--- src/rtl/frame_beat_feeder_pkg.sv ---
// Shared types and defaults for the frame beat feeder.
// Imported by the skid buffer and the top level.
package frame_beat_feeder_pkg;

    typedef enum logic {
        IDLE = 1'b0,
        RUN  = 1'b1
    } state_t;

    localparam int DW_DEF      = 9;
    localparam int CW_DEF      = 4;
    localparam int LEN_RST_DEF = 4;
    localparam int FRAME_CNT_W = 8;

endpackage

--- src/rtl/frame_skid_buf.sv ---
// Two-entry FIFO skid buffer for upstream beats.
// Not-full is registered so s_ready never comes combinationally.
module frame_skid_buf
    import frame_beat_feeder_pkg::*;
#(
    parameter int DW = DW_DEF
) (
    input  logic          clk,
    input  logic          rst,
    input  logic          i_push,
    input  logic          i_pop,
    input  logic [DW-1:0] i_din,
    output logic [DW-1:0] o_head,
    output logic [1:0]    o_count,
    output logic          o_not_full
);

    logic [DW-1:0] r_mem [2];
    logic          r_rd;
    logic          r_wr;
    logic [1:0]    r_cnt;
    logic          r_not_full;
    logic [1:0]    w_cnt_nxt;

    always_comb begin
        w_cnt_nxt = r_cnt;
        unique case ({i_push, i_pop})
            2'b10:   w_cnt_nxt = r_cnt + 2'd1;
            2'b01:   w_cnt_nxt = r_cnt - 2'd1;
            default: w_cnt_nxt = r_cnt;
        endcase
    end

    always_ff @(posedge clk or negedge rst) begin
        if (!rst) begin
            r_mem[0]   <= '0;
            r_mem[1]   <= '0;
            r_rd       <= 1'b0;
            r_wr       <= 1'b0;
            r_cnt      <= 2'd0;
            r_not_full <= 1'b0;
        end else begin
            if (i_push) begin
                r_mem[r_wr] <= i_din;
                r_wr        <= ~r_wr;
            end
            if (i_pop) begin
                r_rd <= ~r_rd;
            end
            r_cnt      <= w_cnt_nxt;
            r_not_full <= (w_cnt_nxt != 2'd2);
        end
    end

    assign o_head     = r_mem[r_rd];
    assign o_count    = r_cnt;
    assign o_not_full = r_not_full;

endmodule

--- src/rtl/frame_beat_feeder.sv ---
// Frames a ready/valid beat stream into fixed-length frames
// and drives registered valid/last/data into the holding bank.
module frame_beat_feeder
    import frame_beat_feeder_pkg::*;
#(
    parameter int DW      = DW_DEF,
    parameter int CW      = CW_DEF,
    parameter int LEN_RST = LEN_RST_DEF
) (
    input  logic                   clk,
    input  logic                   rst,
    input  logic                   s_valid,
    output logic                   s_ready,
    input  logic [DW-1:0]          s_data,
    input  logic [CW-1:0]          cfg_len,
    input  logic                   cfg_load,
    input  logic                   dn_stall,
    output logic                   valid,
    output logic                   last,
    output logic [DW-1:0]          data,
    output logic [FRAME_CNT_W-1:0] frame_cnt,
    output logic                   err_len0
);

    state_t                 r_state;
    logic [CW-1:0]          r_len_reg;
    logic [CW-1:0]          r_len_act;
    logic [CW-1:0]          r_beat_cnt;
    logic                   r_valid;
    logic                   r_last;
    logic [DW-1:0]          r_data;
    logic [FRAME_CNT_W-1:0] r_frame_cnt;
    logic                   r_err_len0;

    logic                   w_ready;
    logic                   w_push;
    logic                   w_issue;
    logic                   w_last;
    logic [DW-1:0]          w_head;
    logic [1:0]             w_count;

    assign w_push  = s_valid & w_ready;
    assign w_issue = (w_count != 2'd0) & ~dn_stall;

    // In IDLE the frame length is not latched yet, so use len_reg.
    always_comb begin
        w_last = 1'b0;
        unique case (r_state)
            IDLE: w_last = (r_len_reg == CW'(1));
            RUN:  w_last = (r_beat_cnt == r_len_act - CW'(1));
            default: w_last = 1'b0;
        endcase
    end

    frame_skid_buf #(
        .DW (DW)
    ) u_buf (
        .clk        (clk),
        .rst        (rst),
        .i_push     (w_push),
        .i_pop      (w_issue),
        .i_din      (s_data),
        .o_head     (w_head),
        .o_count    (w_count),
        .o_not_full (w_ready)
    );

    always_ff @(posedge clk or negedge rst) begin
        if (!rst) begin
            r_state     <= IDLE;
            r_len_reg   <= CW'(LEN_RST);
            r_len_act   <= CW'(LEN_RST);
            r_beat_cnt  <= '0;
            r_valid     <= 1'b0;
            r_last      <= 1'b0;
            r_data      <= '0;
            r_frame_cnt <= '0;
            r_err_len0  <= 1'b0;
        end else begin
            if (cfg_load) begin
                if (cfg_len == '0) begin
                    r_len_reg  <= CW'(1);
                    r_err_len0 <= 1'b1;
                end else begin
                    r_len_reg <= cfg_len;
                end
            end
            r_valid <= w_issue;
            r_last  <= w_issue & w_last;
            if (w_issue) begin
                r_data <= w_head;
                if (w_last) begin
                    r_frame_cnt <= r_frame_cnt + 1'b1;
                end
                unique case (r_state)
                    IDLE: begin
                        r_len_act <= r_len_reg;
                        if (!w_last) begin
                            r_state    <= RUN;
                            r_beat_cnt <= CW'(1);
                        end
                    end
                    RUN: begin
                        if (w_last) begin
                            r_state    <= IDLE;
                            r_beat_cnt <= '0;
                        end else begin
                            r_beat_cnt <= r_beat_cnt + CW'(1);
                        end
                    end
                    default: r_state <= IDLE;
                endcase
            end
        end
    end

    assign s_ready   = w_ready;
    assign valid     = r_valid;
    assign last      = r_last;
    assign data      = r_data;
    assign frame_cnt = r_frame_cnt;
    assign err_len0  = r_err_len0;

endmodule

--- config.mk ---
export PLATFORM = sky130hd
export DESIGN_NAME = frame_beat_feeder
export DESIGN_NICKNAME = d
export VERILOG_FILES = /design/src/rtl/frame_beat_feeder_pkg.sv /design/src/rtl/frame_skid_buf.sv /design/src/rtl/frame_beat_feeder.sv
export SDC_FILE = /design/constraint.sdc
export NUM_CORES = 1
export LEC_CHECK = 0
export BUFFER_PORTS_ARGS = -buffer_cell sky130_fd_sc_hd__buf_4
export CORE_MARGIN = 2
export CORE_UTILIZATION = 50
export CTS_BUF_LIST = sky130_fd_sc_hd__clkbuf_16
export CTS_CLUSTER_DIAMETER = 200
export CTS_CLUSTER_SIZE = 8
export DETAILED_ROUTE_END_ITERATION = 8
export GPL_ROUTABILITY_DRIVEN = 0
export HOLD_SLACK_MARGIN = 0.15
export PLACE_DENSITY = 0.75
export SYNTH_ARGS = -nofsm -noshare
export SYNTH_HDL_FRONTEND = slang
export SYNTH_SLANG_ARGS = --single-unit
--- constraint.sdc ---
create_clock -name clk -period 1.93 [get_ports clk]
set_clock_uncertainty 0.2 [all_clocks]
set_input_delay 0.2895 -clock clk [delete_from_list [all_inputs] [get_ports clk]]
set_output_delay 0.2895 -clock clk [all_outputs]
set_load 0.005 [all_outputs]
After elaboration in Yosys (flattened, before gate mapping)
Index checks and enable logic that the tools add are counted.

Bits in registers: 56. Input port bits: 18. Word-level logic and storage cells: 58.

Add/subtract/negate cells: 5. $lt $le $gt $ge: 3. Equal/unequal tests: 6. Multiplexer cells: 13. Bitwise gates (word level): 9. Reduce and logical (&&, ||, !) cells: 7.

Operator list (number): 9-bit 2-to-1 mux (4); 18-bit bitwise mux (1); 4-bit 2-to-1 mux (3); 9-bit demux with 1-bit select (1); 8-bit by 1-bit adder with 8-bit output (second input constant) (1); 4-bit case mux with 2 select lines (1); 2-bit AND reduction (4); 4-bit by 1-bit adder with 4-bit output (second input constant) (1); 4-bit by 1-bit equality test with 1-bit output (second input constant) (1); 4-bit equality test (1); 2-bit greater-or-equal comparator (second input constant) (2); 4-bit zero test (1); 2-bit != test (second input constant) (2); 1-bit NOT (4); 1-bit NOT with 2-bit output (2); 2-bit case mux with 2 select lines (1); 4-bit by 1-bit subtractor with 4-bit output (second input constant) (1); 1-bit AND (3); 2-bit by 1-bit adder with 2-bit output (second input constant) (1); 2-bit by 1-bit equality test with 1-bit output (second input constant) (1); 2-bit equality test (second input constant) (1); 2-bit by 1-bit < comparator with 1-bit output (second input constant) (1); 1-bit case mux with 2 select lines (1); 2-bit nonzero test (1); other kinds (3) (3).

Depth between registers and ports, before layout
Depth after elaboration: 6. Gate-level depth with buffers: 7. Mapped depth without buffers: 7.

Cells and area by module
A second synthesis with hierarchy kept.

Cells, all modules: 205. Area, all modules: 2497.4 µm².

Modules (own cells, without submodules): frame_beat_feeder (times used 1, cells each 139, area each 1506.4 µm², seq. area each 828.3 µm²); frame_skid_buf (times used 1, cells each 66, area each 991.0 µm², seq. area each 575.6 µm²).

Worst setup path before layout
Ideal clock, no wire load.

Kind: reg2reg. Start point: reg r_len_act[0]. End point: reg r_frame_cnt[1] (netlist: frame_cnt[1]). Setup time: 125 ps. Arrival: 1709 ps. Required time: 1605 ps. Slack: -104 ps. Cell stages (with the launch flop): 8. Path buffers: 0. Period minus slack after synthesis: 2034 ps. Cells stage by stage: dfrtp_1 > inv_1 > ha_1 > xnor3_1 > and4_4 > a21oi_4 > nor2_4 > mux2_4.

Word-level cells in the longest chain between the ends: 4.

Ends and longest elaborated chain: start: declaration (line frame_beat_feeder.sv:27) `logic [CW-1:0] r_len_act;`; start signal: assignment (line frame_beat_feeder.sv:72) `r_len_act <= CW'(LEN_RST);`; start signal: assignment (line frame_beat_feeder.sv:97) `r_len_act <= r_len_reg;`; 4-bit by 1-bit subtractor with 4-bit output (line frame_beat_feeder.sv:50) `RUN: w_last = (r_beat_cnt == r_len_act - CW'(1));`; 4-bit equality test (line frame_beat_feeder.sv:50); 1-bit case mux with 2 select lines (line frame_beat_feeder.sv:48) `unique case (r_state)`; 2-bit AND reduction (no line); end signal: assignment (line frame_beat_feeder.sv:93) `r_frame_cnt <= r_frame_cnt + 1'b1;`; end: declaration (line frame_beat_feeder.sv:32) `logic [FRAME_CNT_W-1:0] r_frame_cnt;`.

No other way between the ends. A chain may end at the register's enable or synchronous reset.

Worst setup path in the final report
Start point: reg r_len_act[0]. End point: reg r_frame_cnt[5] (netlist: frame_cnt[5]).

The elaborated chain is that of the path after synthesis.

==> reports/results.ini <==
[synth]
synth-adder-area-share_pct = 2.06
synth_xor_area_share_pct = 6.34
yosys-mux-area-fraction_pct = 15.0
synth-compound-area-share_pct = 5.88
number_of_enable_type_register_cells_in_the_synthesized_netlist = 0
synth_register_bits = 56
synth_warnings = 0
post_synth_instance_area_sq_um = 2430
synthArstFlopShare_pct = 100
seq_area_frac_synth_pct = 57.9
synthesis.instances = 197
syn-num-nets = 219
synthesis.area_per_instance_sq_um = 12.3
netlist-cell-type-count = 32
synth_top_family_by_area = multiplexers
postSynth.topFlopCell = sky130_fd_sc_hd__dfrtp_1
synth-simple-area-share_pct = 10.9

[place]
port_buffers = 38
placed_cells_incl_taps = 294
dp_hpwl_um = 2980
place_ws_ns = -0.104
placedInstanceArea_sq_um = 2840

[global_routing]
grt_start_max_net_pins = 57
number_of_antenna_violations_at_the_first_check_in_global_routing = 0
grt_overflow = 0
grt_pass1_vias = 1687
overall_track_demand_over_capacity_in_global_routing_pct = 18.1
global_route_wire_length_before_repair_um = 7470

[layout]
postLayoutCellArea_sq_um = 3290
multiInputGateArea_sq_um = 1070
area.sequential_sq_um = 1400
final_net_count = 288
antenna_cells = 0
fillerInstances = 336
syn2layout_area_growth_pct = 35.5
drive_above_1_share_pct = 39.3
registers.top_by_ff_count = u_buf.r_mem
number_of_flip_flops_in_the_largest_register = 18
layout.cells.non_filler = 321

[sta]
timing_max_transition_violations_final = 0
fin_crit_sh_pct = 108
fin_crit_ns = 2.08
max_clock_freq_ghz = 0.481
final-setup-viol-count = 8
layout_setup_ws_ns = -0.148
timing_worst_slew_pin_value_ns = 0.705
total_negative_setup_slacks_ns = -1.05
rsz0062_at_grt = yes
worst_slew_margin_rel_pct = 53.0
finalHoldViolations = 0
final.hold.worst_slack_ns = 0.276

[power]
cellPowerDensity_nw_per_um2 = 1490
ir_worst_vdd_mv = 0.816
power_leakage_nw = 1.56

[cts]
numCtsBuffers = 5
cts_tree = built
cts.sinks = 56
clock_insertion_delay_worst_skew_ns = 0.29
cts_max_path_buffers = 2
clkTransAtPathRegs_ns = 0.07
ctsHtreeMaxLevel = 2
clk_root_buffer_cell = sky130_fd_sc_hd__clkbuf_16

[floorplan]
floorplan.die_area_sq_um = 5430
io_pins = 39
initial_core_util_pct = 51.7
num_rows = 25
die_y_um = 73.7
die_x_um = 73.7
floorplan.core_area_sq_um = 4690

[status]
failed_checks = negative setup slack
outcome = complete, but fails checks

[routing]
avgViaCountPerCell = 5.31
routed-via-count = 1703
drtIter0Drc = 70
wire_per_inst_um = 14.7
detailedRoute.firstPassIterationCount = 6
totalWireLength_um = 4730
detail_route_antenna_nets = 0
drcViolationCount = 0

[worst_setup_path]
crit_path_required_time_ns = 1.90
path_class = reg -> reg
critPathCaptureType = flip-flop
worst_path_maximum_fanout = 6
timing.critical_path.arrival_ns = 2.05
startpoint_type = flip-flop

[min_path]
holdCritPathClass = reg -> reg

[run]
drv_cap = 0

[timing repair]
item / CTS / global route
hold buffers: 17 / 0
resized for setup: 1 / 18
setup endpoints to repair: 7 / 11
setup buffers: 1 / 1
pin swaps: 3 / 12
endpoints found under the hold margin: 78 / 0
[cell usage in the layout, fill, tap and decap left out, types with 2 or more instances in the layout]
master and count:
sky130_fd_sc_hd__clkbuf_16 5, sky130_fd_sc_hd__dlygate4sd3_1 17, sky130_fd_sc_hd__nor2_1 4, sky130_fd_sc_hd__buf_4 49
sky130_fd_sc_hd__a21oi_1 3, sky130_fd_sc_hd__o21ai_0 14, sky130_fd_sc_hd__nand2_1 26, sky130_fd_sc_hd__xor2_1 12
sky130_fd_sc_hd__ha_1 3, sky130_fd_sc_hd__nor3_2 2, sky130_fd_sc_hd__nor4_4 3, sky130_fd_sc_hd__nor3_1 2
sky130_fd_sc_hd__xnor2_1 3, sky130_fd_sc_hd__mux2_2 23, sky130_fd_sc_hd__dfstp_2 2, sky130_fd_sc_hd__inv_6 2
sky130_fd_sc_hd__dfrtp_1 54, sky130_fd_sc_hd__mux2i_1 9, sky130_fd_sc_hd__inv_2 2, sky130_fd_sc_hd__nand3_1 6
sky130_fd_sc_hd__inv_1 4
[cell usage after synthesis (all sizes together), types with 5 or more instances]
cell / count / share of area (%)
nor2: 5 / 1.1
o21ai: 14 / 2.9
clkbuf: 5 / 0.77
mux2: 24 / 11
xor2: 12 / 4.3
nor3: 5 / 1.0
nand3: 6 / 1.2
inv: 6 / 0.93
mux2i: 9 / 3.7
nand2: 27 / 4.2
dfrtp: 54 / 56
[power by group]
part | total [W] | switching (W) | internal, W
registers | 0.00205 | 0.000382 | 0.00167
logic | 0.00192 | 0.000845 | 0.00108
clock network | 0.000923 | 0.000430 | 0.000493
[critical path: stages (launching register included)]
cell	delay, ns
sky130_fd_sc_hd__dfrtp_1	0.39
sky130_fd_sc_hd__inv_2	0.08
sky130_fd_sc_hd__ha_4	0.12
sky130_fd_sc_hd__xnor3_1	0.36
sky130_fd_sc_hd__and4_4	0.21
sky130_fd_sc_hd__a21oi_4	0.21
sky130_fd_sc_hd__buf_12	0.17
sky130_fd_sc_hd__nor4_4	0.04
sky130_fd_sc_hd__xor2_1	0.16
[path summary, 6_finish.rpt]
path,to,slack [ns],from,cells past startpoint
worst max-delay path,frame_cnt[5],-0.15,r_len_act[0],8
max in group asynchronous,data[2],0.67,rst,2
worst min-delay path,frame_cnt[7],0.28,frame_cnt[7],1
worst max register to register,frame_cnt[5],-0.15,r_len_act[0],8
worst min register to register,frame_cnt[7],0.28,frame_cnt[7],1
min in group asynchronous,frame_cnt[7],0.38,rst,2
[per-layer routing]
| metal | global-route usage (%) | wire, um |
|---|---|---|
| met5 | 0 | 0 |
| met4 | 6.06 | 59 |
| met3 | 4.25 | 157 |
| met2 | 31.2 | 2440 |
| met1 | 22.4 | 2070 |
[final cells by class]
class	instances	area share, %
clock buffers	5	3.81
flip-flops and latches	56	42.7
repair buffers	68	17.3
inverters	6	0.685
multi-input cells	129	32.6
well taps	54	2.05
clock inverters	3	0.799
[per-stage QoR]
stage	utilization [%]	total power, W
floorplan	-	0.00311
global placement	60.6	0.00371
detailed placement	60.6	0.00377
CTS	67.7	0.00477
global route	70.1	0.00522
finish	70.1	0.00490
[logic make-up (layout without fill, tap and decap cells)]
kind of cell,after synthesis,after routing
AO/OA/AOI/OAI,22,22
XOR/XNOR,16,16
adder cells (fa/ha/maj),4,4
buffers and inverters,12,82
flip-flops,56,56
multiplexers,33,33
AND/OR/NAND/NOR,54,54
Power figures use the tool's default switching activity.
